## src/rtl/mandel_iter_core.sv

```systemverilog
// Fixed-point Mandelbrot iteration engine: z <- z^2 + c from z = 0 until the
// magnitude reaches 4.0, the next z overflows the W-bit format, or the
// sampled iteration limit is hit. One point in flight at a time.
module mandel_iter_core #(
    parameter int INT_BITS  = 2,
    parameter int FRAC_BITS = 12,
    parameter int ITER_BITS = 8,
    parameter int W         = INT_BITS + FRAC_BITS
) (
    input  logic                 clk,
    input  logic                 rst_n,
    input  logic                 in_valid,
    output logic                 in_ready,
    input  logic [W-1:0]         cx,
    input  logic [W-1:0]         cy,
    input  logic [ITER_BITS-1:0] max_iter,
    output logic                 out_valid,
    input  logic                 out_ready,
    output logic [ITER_BITS-1:0] iter_count,
    output logic                 escaped
);

    typedef enum logic [1:0] {IDLE, RUN, DONE} state_t;

    // |z|^2 escape threshold, 4.0 in the fixed-point format
    localparam logic [W+1:0] ESC_LIM = (W+2)'(1) << (FRAC_BITS + 2);

    state_t                 state_q, state_d;
    logic signed [W-1:0]    x_q, x_d, y_q, y_d;
    logic signed [W-1:0]    cx_q, cx_d, cy_q, cy_d;
    logic [ITER_BITS-1:0]   it_q, it_d, mi_q, mi_d;
    logic [ITER_BITS-1:0]   cnt_q, cnt_d;
    logic                   esc_q, esc_d;

    // Full-width products; shifts floor toward -inf
    logic signed [2*W-1:0]  p_xx, p_yy, p_xy;
    logic signed [2*W-1:0]  sq_x, sq_y, xy2;
    logic [W+1:0]           mag;
    logic signed [W+2:0]    nx, ny;
    logic                   ovf;
    logic                   unused_bits;

    assign p_xx = x_q * x_q;
    assign p_yy = y_q * y_q;
    assign p_xy = x_q * y_q;
    assign sq_x = p_xx >>> FRAC_BITS;
    assign sq_y = p_yy >>> FRAC_BITS;
    assign xy2  = p_xy >>> (FRAC_BITS - 1);

    assign mag = sq_x[W+1:0] + sq_y[W+1:0];
    assign nx  = sq_x[W+2:0] - sq_y[W+2:0] + {{3{cx_q[W-1]}}, cx_q};
    assign ny  = xy2[W+2:0] + {{3{cy_q[W-1]}}, cy_q};

    // Next z is unrepresentable when the bits above the W-bit sign differ
    assign ovf = ((nx[W+2:W-1] != '0) && (nx[W+2:W-1] != '1)) ||
                 ((ny[W+2:W-1] != '0) && (ny[W+2:W-1] != '1));

    // High product bits beyond the W+3-bit working range are intentionally dropped
    assign unused_bits = ^{sq_x, sq_y, xy2};

    assign in_ready   = (state_q == IDLE);
    assign out_valid  = (state_q == DONE);
    assign iter_count = cnt_q;
    assign escaped    = esc_q;

    // State and datapath registers with synchronous active-low clear
    always_ff @(posedge clk) begin
        if (!rst_n) begin
            state_q <= IDLE;
            x_q     <= '0;
            y_q     <= '0;
            cx_q    <= '0;
            cy_q    <= '0;
            it_q    <= '0;
            mi_q    <= '0;
            cnt_q   <= '0;
            esc_q   <= 1'b0;
        end else begin
            state_q <= state_d;
            x_q     <= x_d;
            y_q     <= y_d;
            cx_q    <= cx_d;
            cy_q    <= cy_d;
            it_q    <= it_d;
            mi_q    <= mi_d;
            cnt_q   <= cnt_d;
            esc_q   <= esc_d;
        end
    end

    // Next-state: accept, iterate with escape/limit/overflow priority, hold result
    always_comb begin
        state_d = state_q;
        x_d     = x_q;
        y_d     = y_q;
        cx_d    = cx_q;
        cy_d    = cy_q;
        it_d    = it_q;
        mi_d    = mi_q;
        cnt_d   = cnt_q;
        esc_d   = esc_q;
        case (state_q)
            IDLE: begin
                if (in_valid) begin
                    cx_d    = cx;
                    cy_d    = cy;
                    mi_d    = max_iter;
                    x_d     = '0;
                    y_d     = '0;
                    it_d    = '0;
                    state_d = RUN;
                end
            end
            RUN: begin
                if (mag >= ESC_LIM) begin
                    state_d = DONE;
                    esc_d   = 1'b1;
                    cnt_d   = it_q;
                end else if (it_q == mi_q) begin
                    state_d = DONE;
                    esc_d   = 1'b0;
                    cnt_d   = it_q;
                end else if (ovf) begin
                    // it_q < mi_q here, so the increment cannot wrap
                    state_d = DONE;
                    esc_d   = 1'b1;
                    cnt_d   = it_q + ITER_BITS'(1);
                end else begin
                    x_d  = nx[W-1:0];
                    y_d  = ny[W-1:0];
                    it_d = it_q + ITER_BITS'(1);
                end
            end
            DONE: begin
                if (out_ready) state_d = IDLE;
            end
            default: state_d = IDLE;
        endcase
    end

endmodule

```

## config.mk

```make
export PLATFORM = sky130hd
export DESIGN_NAME = mandel_iter_core
export DESIGN_NICKNAME = d
export VERILOG_FILES = /design/src/rtl/mandel_iter_core.sv
export SDC_FILE = /design/constraint.sdc
export NUM_CORES = 2
export LEC_CHECK = 0
export BUFFER_PORTS_ARGS = -buffer_cell sky130_fd_sc_hd__buf_2
export CORE_UTILIZATION = 45
export CTS_BUF_LIST = sky130_fd_sc_hd__clkbuf_8
export CTS_CLUSTER_SIZE = 14
export DETAILED_ROUTE_END_ITERATION = 7
export GPL_TIMING_DRIVEN = 0
export PLACE_DENSITY = 0.65
export RECOVER_POWER = 25
export SLEW_MARGIN = 5
export SYNTH_ARGS = -nofsm -noshare
export SYNTH_HDL_FRONTEND = slang
export SYNTH_SLANG_ARGS = --single-unit
```

## constraint.sdc

```tcl
create_clock -name clk -period 14.95 [get_ports clk]
set_input_delay 0 -clock clk [delete_from_list [all_inputs] [get_ports clk]]
set_output_delay 0 -clock clk [all_outputs]
set_load 0.03 [all_outputs]
```

# ---- Yosys cells after proc, flatten, opt, wreduce, memory -nomap -nowiden
# Index checks and enable logic that the tools add are counted.
dict set report totals {
  regBits 83
  out_inout_bits 11
  elab_cells 67
}
dict set report op_classes {
  addsub 5
  n_mul 3
  n_lt_le_gt_ge 1
  n_eq_ne 11
  mux 26
  reduce_logical 12
}
# operator count
set ops {}
lappend ops {{14-bit two-way mux} 7}
lappend ops {{14-bit by 14-bit multiplier with 28-bit output} 3}
lappend ops {{8-bit two-way mux} 7}
lappend ops {{14-bit case mux with 2 select lines} 2}
lappend ops {{17-bit adder} 2}
lappend ops {{16-bit by 16-bit subtractor with 17-bit output} 1}
lappend ops {{16-bit adder} 1}
lappend ops {{16-bit by 15-bit greater-or-equal comparator with 1-bit output, second input constant} 1}
lappend ops {{8-bit case mux with 2 select lines} 1}
lappend ops {{4-bit != test, second input constant} 3}
lappend ops {{2-bit two-way mux} 5}
lappend ops {{8-bit by 1-bit adder with 8-bit output, second input constant} 1}
lappend ops {{8-bit equality test} 1}
lappend ops {{2-bit != test, second input constant} 4}
lappend ops {{4-bit nonzero test} 2}
lappend ops {{2-bit case mux with 3 select lines} 1}
lappend ops {{5-bit AND reduction} 1}
lappend ops {{2-bit AND reduction} 2}
lappend ops {{1-bit two-way mux} 3}
lappend ops {{3-bit AND reduction} 1}
lappend ops {{3-bit nonzero test} 1}
lappend ops {{2-bit by 1-bit equality test with 1-bit output, second input constant} 1}
lappend ops {{2-bit equality test, second input constant} 1}
lappend ops {{1-bit logical AND} 2}
lappend ops {{other kinds (4)} 4}

# ---- Logic depth before layout (Yosys ltp)
dict set report depth {
  ltp_word 10
  mapped_depth 45
  depth_no_buf 41
}

# ---- Worst setup path after synthesis
# OpenSTA, ideal clock, no wires.
dict set report synth_timing {
  path_kind {register -> register}
  from {reg x_q[2]}
  to {reg x_q[11]}
  setup_ns 0.070
  t_arrival_ns 9.476
  path_slack_ns 5.403
  path_stages_with_launch 38
  n_path_buf 4
  cell_sequence {dfxtp_1 > clkbuf_1 > clkbuf_1 > nand2_1 > fa_1 > inv_1 > fa_1 > fa_1 > fa_1 > fa_1 > inv_1 > fa_1 > inv_1 > ha_1 > buf_2 > a21oi_1 > o21ai_0 > a31o_2 > [... 2 more ...] > xnor2_1 > inv_1 > fa_1 > inv_1 > ha_1 > a21o_1 > a21oi_1 > o22ai_1 > or3_1 > a21oi_1 > xnor2_1 > nor4_1 > o22ai_1 > or2_2 > o41a_1 > buf_6 > or3_1 > a21oi_1}
}
dict set report synth_via {
  elab_chain_cells 8
  word_cells_on_any_way 21
  classes_between {add/sub (4); mul (2); order compare (1); eq/ne (4); mux (4); reduce/logical (6)}
}
# element line_no
set synth_rtl {}
lappend synth_rtl {{start: declaration} 29} ;# logic signed [W-1:0] x_q, x_d, y_q, y_d;
lappend synth_rtl {{start signal: assignment} 70} ;# x_q <= '0;
lappend synth_rtl {{start signal: assignment} 80} ;# x_q <= x_d;
lappend synth_rtl {{14-bit by 14-bit multiplier with 28-bit output} 43} ;# assign p_xx = x_q * x_q;
lappend synth_rtl {{16-bit by 16-bit subtractor with 17-bit output} 51} ;# assign nx = sq_x[W+2:0] - sq_y[W+2:0] + {{3{cx_q[W-1]}}, cx_q};
lappend synth_rtl {{17-bit adder} 51}
lappend synth_rtl {{4-bit != test / 4-bit nonzero test (equally long branches)} 55} ;# assign ovf = ((nx[W+2:W-1] != '0) && (nx[W+2:W-1] != '1)) ||
lappend synth_rtl {{1-bit logical AND} 55}
lappend synth_rtl {{1-bit logical OR} 55}
lappend synth_rtl {{2-bit != test (no source line)} -}
lappend synth_rtl {{5-bit AND reduction (no source line)} -}
# Parallel ways exist; a longest one is shown, timed or not. The select of a mux whose other input is x is not followed.
# A chain may end at the register's enable or synchronous reset.

# ---- Worst setup path in the final report
dict set report layout_timing {
  from {reg x_q[9]}
  to {reg y_q[6]}
}
dict set report layout_via {
  elab_chain_cells 8
  word_cells_on_any_way 21
  classes_between {add/sub (4); mul (2); order compare (1); eq/ne (4); mux (4); reduce/logical (6)}
}
# element line_no
set layout_rtl {}
lappend layout_rtl {{14-bit by 14-bit multiplier with 28-bit output} 43}
lappend layout_rtl {{16-bit by 16-bit subtractor with 17-bit output} 51}
lappend layout_rtl {{17-bit adder} 51}
lappend layout_rtl {{4-bit != test / 4-bit nonzero test (equally long branches)} 55}
lappend layout_rtl {{1-bit logical AND} 55}
lappend layout_rtl {{1-bit logical OR} 55}
lappend layout_rtl {{2-bit != test (no source line)} -}
lappend layout_rtl {{5-bit AND reduction (no source line)} -}
lappend layout_rtl {{end signal: assignment} 81} ;# y_q <= y_d;
lappend layout_rtl {{end: declaration} 29}
# Parallel ways exist; a longest one is shown, timed or not. The select of a mux whose other input is x is not followed.

==> results by group <==
Detailed routing
  – Drt wl/cell: 19.0 um
  – DRT antenna net count: 0
  – Via-to-Cell Ratio: 5.29
  – # DRC: 0
  – DR iter-0 viols: 1,567
  – Pre-Repair DR Iteration Count: 6
  – Routed vias: 20,100
  – WL final: 71,900 um

Synth
  – Post-synthesis cell count: 2,930
  – Avg Inst Size Synth: 8.85 um^2
  – Mapped Area: 25,900 um^2
  – Register area share after synthesis: 6.41%
  – Ranking of synthesized cells by area: fa_1 43%, ha_1 12%, inv_1 10%, dfxtp_1 6.4%, nand2_1 5.2%
  – Main synth FF type: dfxtp_1
  – Number of synthesized flops with an enable pin: 0
  – Largest area contributor in the netlist: fa_1
  – Commonest cells post-synth: 699 x inv_1, 557 x fa_1, 360 x nand2_1
  – Distinct cells, synth: 75
  – Synth Warn #: 0
  – FFs w/ async S/R, synth: 0%
  – Flop and latch count out of synthesis: 83
  – Syn_nets: 3,768
  – Top-area cell type share of the netlist area: 43.0%
  – Most common cell in the netlist: inv_1

Worst setup path
  – Buf/Inv on CP: 10
  – CP most frequent cell: fa_1
  – Crit path from: x_q[9]$_SDFFE_PN0P_
  – Nature of the critical path endpoint: flip-flop
  – Maximum fanout along the worst path: 10
  – Crit-path slowest cell: clkbuf_1
  – Setup CP Type: reg2reg
  – Largest delay share family, worst path: adder cells
  – R2R Path Start: x_q[9]$_SDFFE_PN0P_
  – CP peak stage delay: 0.86 ns
  – CP arrival: 12.83 ns
  – CP Launch Type: flip-flop
  – Req. time, crit path: 15.23 ns

Clock tree
  – Post-CTS Setup Bufs: 0
  – Clock Root Buffer: clkbuf_8
  – Clk sinks: 83
  – Worst-case clock buffer depth: 2
  – Clock Latency Late Sink: 0.40 ns
  – Reg clk slew, reported paths: 0.11 ns
  – CTS tree: built
  – Total CTS buffers: 9
  – H-tree depth: 3

Worst hold path
  – Hold_sp: in_valid
  – Worst hold path type: in2reg

Power and ir drop
  – Maximum VDD drop: 0.0636 mV
  – Power Total: 1.31 mW
  – Pleak: 14.1 nW
  – PD cells: 47.3 nW/um^2

STA
  – Minimum clock period: 12.56 ns
  – Setup slack after layout: 2.39 ns
  – RSZ-0062 raised after global routing: false
  – Fin. max-slew vios: 0
  – TNS Setup: 0 ns
  – Final setup violation count: 0
  – Clk_skew: 0.0197 ns
  – Rel. slew slack: 20.0%
  – Worst-margin pin slew: 1.20 ns
  – Tcrit/Tclk final: 84.0%
  – Final hold vios: 0
  – F_max: 79.6 MHz

Place
  – RePlAce Congestion: 0.973
  – Placed cell count: 3,735
  – PortBufs: 49
  – Setup WS pre-CTS: 2.93 ns
  – Post-detail-place hpwl: 59,800 um

Outcome
  – Status: finished, final reports clean

Run
  – Max-Cap Viols: 0

Cells and area
  – Fillers: 5,580
  – Nets: 3,866
  – Non-Filler Instances: 3,791
  – Multi-input gate area: 21,200 um^2
  – Register area: 1660 um^2
  – Share of layout cells above drive strength 1: 3.07%
  – Layout area overhead: 6.81%

Floorplan
  – Die area: 58,600 um^2
  – Num rows: 87
  – Die span in y: 242 um
  – Starting Density: 45.8%
  – Core area: 56,600 um^2
  – I/O pin cnt: 51
  – Die Width: 242 um

Global routing
  – Initial antenna violation count: 2
  – Number of global-route vias before repair: 19,900
  – GRT overflow: 0
  – Pin count of the biggest net entering global routing: 16
  – Tot GR Track Use: 25.4%
  – Global-route wire length before repair: 113,000 um
==> power breakdown <==
part | switching (mW) | total, mW | internal [mW]
clock | 0.105 | 0.184 | 0.0788
sequential | 0.0224 | 0.266 | 0.244
combinational | 0.561 | 0.861 | 0.300
==> state kept, by name, indices dropped and copies added, names as in the netlist <==
signal,count
cx_q,14
cy_q,14
x_q,14
y_q,14
it_q,8
iter_count,8
mi_q,8
state_q,2
escaped,1
==> routing by layer <==
layer / track usage (%) / share of wire (%) / vias to the layer above
met5: 0 / 0 / -
met4: 8.38 / 3.7 / 0
met3: 4.82 / 9.9 / 84
met2: 39.8 / 45 / 826
met1: 35.4 / 41 / 10100
li1: - / - / 9073
==> placed cells by master, fill, tap and decap left out, drive strengths merged, types with 22 or more instances in the layout <==
| cell type | instances |
|---|---|
| a21oi | 116 |
| inv | 703 |
| ha | 241 |
| dlygate4sd3 | 38 |
| nand2b | 24 |
| xnor2 | 95 |
| buf | 49 |
| o21ai | 42 |
| nand3 | 26 |
| nor2 | 123 |
| nand2 | 360 |
| xor2 | 36 |
| fa | 557 |
| or3 | 22 |
| dfxtp | 83 |
| a21o | 34 |
| clkbuf | 123 |
| and2 | 124 |
==> per-stage QoR <==
step / hold WS, ns / area, um^2 / utilization, %
2_1_floorplan: 0.136 / 25900 / -
3_3_place_gp: 0.246 / 27100 / 47.9
3_5_place_dp: 0.248 / 27100 / 47.9
4_1_cts: 0.294 / 27700 / 48.9
5_1_grt: 0.370 / 27700 / 48.9
6_report: 0.345 / 27700 / 48.9
==> tightest hold or removal path, delay by kind of cell <==
| kind | cells | cell delay (ns) |
|---|---|---|
| buffers and inverters | 2 | 0.42 |
| and+or+nand+nor | 2 | 0.23 |
| AOI/OAI and AO/OA | 1 | 0.05 |
==> layout make-up <==
class,instances,area share (%)
Buffer,114,1.60
Antenna cell,2,0.0181
Inverter,707,9.59
Multi-Input combinational cell,2026,76.4
Clock buffer,9,0.447
Timing Repair Buffer,87,2.21
Clock inverter,7,0.280
Sequential cell,83,6.00
Tap cell,756,3.42
==> final timing paths <==
| path | to | slack [ns] | cells past startpoint |
|---|---|---|---|
| worst max-delay path | y_q[6]$_SDFFE_PN0P_ | 2.39 | 40 |
| worst min-delay path | cx_q[4]$_SDFFE_PN0P_ | 0.35 | 5 |
| worst max register to register | y_q[6]$_SDFFE_PN0P_ | 2.39 | 40 |
| worst min register to register | cx_q[12]$_SDFFE_PN0P_ | 0.46 | 2 |
==> logic make-up after synthesis <==
kind of cell             Yosys count  synth area share, %
buffers and inverters            821                 11.9
adder cells (fa/ha/maj)          802                 54.8
AND/OR/NAND/NOR                  769                 13.9
AO/OA/AOI/OAI                    317                 8.18
XOR/XNOR                         131                 4.48
flip-flops                        83                 6.41
multiplexers                       7                0.290
==> timing repair <==
action                    4_1_cts  5_1_grt
hold endpoints to repair       38        0
gates resized for setup         0        0
hold buffers                   38        0
Power figures use the tool's default switching activity.
